[src/rtl/fp_pkg.sv]
// ============================================================================
// Module      : fp_pkg
// Description : Single-precision field widths, normalizer state encoding and
//               the shared exponent adder helper.
// Revision    : 1.0 - initial release
// ============================================================================
`default_nettype none

package fp_pkg;

    localparam int              EXP_W    = 8;
    localparam int              MANT_W   = 23;
    localparam logic [EXP_W-1:0] EXP_MAX = 8'hFF;
    localparam int              EXP_BIAS = 127;

    typedef enum logic [1:0] {
        ST_IDLE  = 2'd0,
        ST_CHECK = 2'd1,
        ST_SHIFT = 2'd2,
        ST_DONE  = 2'd3
    } norm_state_t;

    typedef struct packed {
        logic              sign;
        logic [EXP_W-1:0]  exp;
        logic [MANT_W-1:0] frac;
    } fp32_t;

    // Modulo-256 exponent step; 8'hFF as the addend gives a decrement.
    function automatic logic [EXP_W-1:0] exponent_adder(input logic [EXP_W-1:0] a,
                                                        input logic [EXP_W-1:0] b);
        return a + b;
    endfunction

endpackage

`default_nettype wire

[src/rtl/mantissa_normalizer.sv]
// ============================================================================
// Module      : mantissa_normalizer
// Description : Iterative post-addition normalizer producing a packed IEEE-754
//               single with overflow/underflow flags over valid/ready.
// Revision    : 1.0 - initial release
// ============================================================================
`default_nettype none

module mantissa_normalizer
    import fp_pkg::*;
(
    input  logic                clk,
    input  logic                rst_n,
    input  logic                in_valid,
    output logic                in_ready,
    input  logic                in_sign,
    input  logic [EXP_W-1:0]    in_exp,
    input  logic [MANT_W+1:0]   in_mant,
    output logic                out_valid,
    input  logic                out_ready,
    output logic [31:0]         out_result,
    output logic                out_overflow,
    output logic                out_underflow
);

    norm_state_t        r_state, w_state_next;
    logic               r_sign, w_sign_next;
    logic [EXP_W-1:0]   r_exp, w_exp_next;
    logic [MANT_W+1:0]  r_mant, w_mant_next;
    logic               r_ovf, w_ovf_next;
    logic               r_unf, w_unf_next;

    logic [EXP_W-1:0]   w_exp_inc;
    logic [EXP_W-1:0]   w_exp_dec;
    logic [MANT_W+1:0]  w_mant_shl;
    fp32_t              w_result;

    assign w_exp_inc  = exponent_adder(r_exp, 8'h01);
    assign w_exp_dec  = exponent_adder(r_exp, 8'hFF);
    assign w_mant_shl = {r_mant[MANT_W:0], 1'b0};

    always_ff @(posedge clk) begin
        if (!rst_n) begin
            r_state <= ST_IDLE;
            r_sign  <= 1'b0;
            r_exp   <= '0;
            r_mant  <= '0;
            r_ovf   <= 1'b0;
            r_unf   <= 1'b0;
        end else begin
            r_state <= w_state_next;
            r_sign  <= w_sign_next;
            r_exp   <= w_exp_next;
            r_mant  <= w_mant_next;
            r_ovf   <= w_ovf_next;
            r_unf   <= w_unf_next;
        end
    end

    always_comb begin
        w_state_next = r_state;
        w_sign_next  = r_sign;
        w_exp_next   = r_exp;
        w_mant_next  = r_mant;
        w_ovf_next   = r_ovf;
        w_unf_next   = r_unf;
        case (r_state)
            ST_IDLE: begin
                if (in_valid) begin
                    w_sign_next  = in_sign;
                    w_exp_next   = in_exp;
                    w_mant_next  = in_mant;
                    w_ovf_next   = 1'b0;
                    w_unf_next   = 1'b0;
                    w_state_next = ST_CHECK;
                end
            end
            ST_CHECK: begin
                w_state_next = ST_DONE;
                if (r_exp == EXP_MAX) begin
                    w_mant_next = '0;
                    w_ovf_next  = 1'b1;
                end else if (r_mant == '0) begin
                    w_exp_next = '0;
                end else if (r_exp == '0) begin
                    w_mant_next = '0;
                    w_unf_next  = 1'b1;
                end else if (r_mant[MANT_W+1]) begin
                    // Carry out: renormalize right, truncating the dropped LSB.
                    w_exp_next = w_exp_inc;
                    if (w_exp_inc == EXP_MAX) begin
                        w_mant_next = '0;
                        w_ovf_next  = 1'b1;
                    end else begin
                        w_mant_next = r_mant >> 1;
                    end
                end else if (!r_mant[MANT_W]) begin
                    w_state_next = ST_SHIFT;
                end
            end
            ST_SHIFT: begin
                // Denormals are never produced: exhausting the exponent flushes to zero.
                if (r_exp <= 8'd1) begin
                    w_exp_next   = '0;
                    w_mant_next  = '0;
                    w_unf_next   = 1'b1;
                    w_state_next = ST_DONE;
                end else begin
                    w_exp_next  = w_exp_dec;
                    w_mant_next = w_mant_shl;
                    if (w_mant_shl[MANT_W]) begin
                        w_state_next = ST_DONE;
                    end
                end
            end
            ST_DONE: begin
                if (out_ready) begin
                    w_state_next = ST_IDLE;
                end
            end
            default: w_state_next = ST_IDLE;
        endcase
    end

    always_comb begin
        w_result.sign = r_sign;
        w_result.exp  = r_exp;
        w_result.frac = r_mant[MANT_W-1:0];
        in_ready      = (r_state == ST_IDLE) && rst_n;
        out_valid     = (r_state == ST_DONE);
        out_result    = w_result;
        out_overflow  = r_ovf;
        out_underflow = r_unf;
    end

endmodule

`default_nettype wire
[config.mk]
export PLATFORM = sky130hd
export DESIGN_NAME = mantissa_normalizer
export DESIGN_NICKNAME = d
export VERILOG_FILES = /design/src/rtl/fp_pkg.sv /design/src/rtl/mantissa_normalizer.sv
export SDC_FILE = /design/constraint.sdc
export NUM_CORES = 1
export LEC_CHECK = 0
export CAP_MARGIN = 10
export CORE_MARGIN = 3
export CORE_UTILIZATION = 45
export CTS_CLUSTER_SIZE = 10
export DETAILED_ROUTE_END_ITERATION = 8
export PLACE_DENSITY = 0.77
export SLEW_MARGIN = 30
export SYNTH_ARGS = -nofsm -noshare
export SYNTH_HDL_FRONTEND = slang
export SYNTH_SLANG_ARGS = --single-unit
[constraint.sdc]
create_clock -name clk -period 2.1 [get_ports clk]
set_input_delay 0.42 -clock clk [delete_from_list [all_inputs] [get_ports clk]]
set_output_delay 0.42 -clock clk [all_outputs]
set_load 0.02 [all_outputs]
==> results.sh <==
export IMPL_setup_slack_ps=33.19
export IMPL_fmax_mhz=483.8
export IMPL_drive_gt1_share_pct=22.37
export IMPL_rr_endpoint="r_mant[23]$_SDFFE_PN0P_"
export IMPL_r2r_start="r_exp[0]$_SDFFE_PN0P_"
export IMPL_critPathArrivalTime_ps=2250
export IMPL_dp_cells=514
export IMPL_clock_sinks=38
export IMPL_fp_dieW_um=86.65
export IMPL_routed_via_density=5.819
export IMPL_synth_nets=424
export IMPL_synth_ff_latch_count=38
export IMPL_irDropWorstVdd_mv=0.7510
export IMPL_critical_path_max_stage_delay_ps=530
export IMPL_holdWs_ps=473.6
export IMPL_synth_top_area_share_pct=25.99
export IMPL_postCtsHoldBufs=0
export IMPL_crit_chain="ha_4, nand4_4, xor2_1, or4_4, nor3b_4, buf_6, o311ai_4, a21boi_1"
export IMPL_worstHoldPathCells=2
export IMPL_clockRootBuffer="clkbuf_8"
export IMPL_r2r_slack_ps=30
export IMPL_critPathBufInv=1
export IMPL_grt_ovfl_total=0
export IMPL_final_util_pct=66.71
export IMPL_clkTransAtPathRegs_ps=80
export IMPL_worstMarginPinSlew_ps=572.2
export IMPL_crit_type="reg -> reg"
export IMPL_synth_compound_area_share_pct=30.61
export IMPL_r2r_cells=8
export IMPL_syn_area_um2=2927
export IMPL_synth_edf_count=0
export IMPL_cts_buffer_depth=2
export IMPL_grt_max_degree=63
export IMPL_ys_types=59
export IMPL_finalCritPeriodShare_pct=98.42
export IMPL_seq_area_frac_synth_pct=25.99
export IMPL_crit_fanout=6
export IMPL_grt_pass1_wl_mm=13.27
export IMPL_avgSynthCellArea_um2=7.763
export IMPL_hold_start="out_underflow$_SDFFE_PN0P_"
export IMPL_crit_family="simple AND/OR/NAND/NOR gates"
export IMPL_drv_cap=0
export IMPL_ys_dominant_reg_cell="dfxtp_1"
export IMPL_drtAntennaViolNets=0
export IMPL_finClkSkew_ps=6.541
export IMPL_synth_common_cells="dfxtp_1, o21ai_0, nand2_1"
export IMPL_area_delta_synth_final_pct=38.95
export IMPL_final_nets=502
export IMPL_antenna_found_initial=0
export IMPL_htreeDepth=2
export IMPL_cts_tree="yes"
export IMPL_cts_made_buffers=5
export IMPL_p_total_mw=5.832
export IMPL_p_leak_nw=1.531
export IMPL_n_antenna_cell=0
export IMPL_insertion_delay_ps=300
export IMPL_initial_core_util_pct=48.01
export IMPL_synth_simple_area_share_pct=17.10
export IMPL_gp_congestion=0.8885
export IMPL_vias=3090
export IMPL_post_place_ws_ps=-45.72
export IMPL_wl_mm=8.947
export IMPL_final_hold_viol_count=0
export IMPL_synth_top_family_by_area="compound AO/OA/AOI/OAI gates"
export IMPL_finalMaxSlewViolations=0
export IMPL_final_cells=531
export IMPL_std_cell_rows=28
export IMPL_grt_util_all_layers_pct=22.15
export IMPL_required_ps=2290
export IMPL_outcome="finished clean"
export IMPL_numPortBuffers=73
export IMPL_drtIter0Drc=272
export IMPL_power_per_cell_area_nw_per_um2=1434
export IMPL_setup_viol=0
export IMPL_synth_xor_area_share_pct=3.249
export IMPL_cpMaxStageDelayCell="or4_4"
export IMPL_critPathCaptureType="flop"
export IMPL_rsz0062_at_grt="yes"
export IMPL_synth_largest_area_cell="dfxtp_1"
export IMPL_die_y_um=86.65
export IMPL_drc=0
export IMPL_max_slew_margin_pct=61.86
export IMPL_drtPass1Iterations=8
export IMPL_ioPinCount=74
export IMPL_grt_pass1_vias=2746
export IMPL_wire_per_inst_um=16.85
export IMPL_period_needed_ps=2067
export IMPL_crit_path_start_kind="flop"
export IMPL_synthArstFlopShare_pct=0
export IMPL_synth_area_leaders="dfxtp_1, o21ai_0, buf_4, o211ai_1, a21oi_1"
export IMPL_synth_warning_count=0
export IMPL_hp_class="reg -> reg"
export IMPL_coreArea_um2=6096
export IMPL_synth_mux_area_share_pct=1.710
export IMPL_hpwl_mm=6.112
export IMPL_synthAdderAreaFrac_pct=3.848
export IMPL_synth_cells=377
export IMPL_holdPathEnd="out_underflow$_SDFFE_PN0P_"
export IMPL_die_area_um2=7507
[sequential cells by signal (all words and copies together), names as in the netlist]
name	cells
out_underflow	1
r_sign	1
r_mant	25
out_overflow	1
r_state	2
r_exp	8
[per-stage QoR]
stage,cell area [µm²],TNS [ps]
floorplan,2947,0
detailed placement,3709,-156.6
global route,4066,-47.25
global placement,3709,0
finish,4066,0
CTS,3825,0
[worst max-delay path by stage]
| stage | slack, ps | depth (start not counted) | from | end |
|---|---|---|---|---|
| after floorplan | 10 | 8 | r_exp[4]$_SDFFE_PN0P_ | r_mant[10]$_SDFFE_PN0P_ |
| after global placement | 20 | 8 | r_exp[0]$_SDFFE_PN0P_ | r_mant[23]$_SDFFE_PN0P_ |
| after detailed placement | -50 | 8 | r_exp[0]$_SDFFE_PN0P_ | r_mant[23]$_SDFFE_PN0P_ |
| after CTS | 10 | 8 | r_exp[1]$_SDFFE_PN0P_ | r_mant[23]$_SDFFE_PN0P_ |
| after global routing | -10 | 8 | r_exp[0]$_SDFFE_PN0P_ | r_mant[23]$_SDFFE_PN0P_ |
| final | 30 | 8 | r_exp[0]$_SDFFE_PN0P_ | r_mant[23]$_SDFFE_PN0P_ |
[metal layers]
| metal | GRT usage, % | vias to the layer above | share of wire [%] | routed length, µm |
|---|---|---|---|---|
| met5 | 0 | - | 0 | 0 |
| met1 | 30.16 | 1466 | 44 | 3934 |
| met3 | 4.848 | 18 | 7.0 | 622 |
| li1 | - | 1482 | - | - |
| met2 | 35.12 | 124 | 47 | 4212 |
| met4 | 6.516 | 0 | 2.0 | 178 |
[worst min-delay path, stage by stage (launching register included)]
cell and delay [ps]:
dfxtp_1 320, nand2_1 50, mux2i_1 60
[kinds of logic after synthesis]
logic type | Yosys count
fa+ha+maj | 9
flops | 38
simple gates | 94
xor+xnor | 10
buf+inv | 85
mux | 5
compound gates | 136
[timing repair]
item,CTS,global route
gates cloned,0,4
resized for setup,6,32
setup buffers,0,5
pin swaps,2,11
endpoints found under the setup margin,15,28
endpoints found under the hold margin,0,0
[cells in the final DEF, fill, tap and decap left out, types with 5 or more instances in the layout]
master           instances
a21oi_1                 21
nor3_1                   5
o21ai_0                 37
buf_4                   41
clkbuf_8                 6
o211ai_1                21
inv_1                   29
nor2_1                  12
nand2_1                 31
clkdlybuf4s50_1         71
mux2i_1                  5
a21oi_2                  8
dfxtp_1                 33
nand3_1                 16
o22ai_1                 17
xnor2_1                  6
[layout make-up]
class	count	area (µm²)
fillers	517	2029
multi-input cells	254	1770
repair buffers	125	1217
flip-flops and latches	38	772.0
inverters	31	118.9
well taps	75	93.84
clock buffers	6	82.58
clock inverters	2	11.26
[report_power, final]
group | internal (mW) | total [mW] | switching (mW) | leakage (nW)
clock | 0.265 | 0.556 | 0.290 | 0.0515
sequential | 0.952 | 1.21 | 0.258 | 0.316
combinational | 1.91 | 4.07 | 2.16 | 1.16
Note: power is estimated with default switching activity, not from simulation.
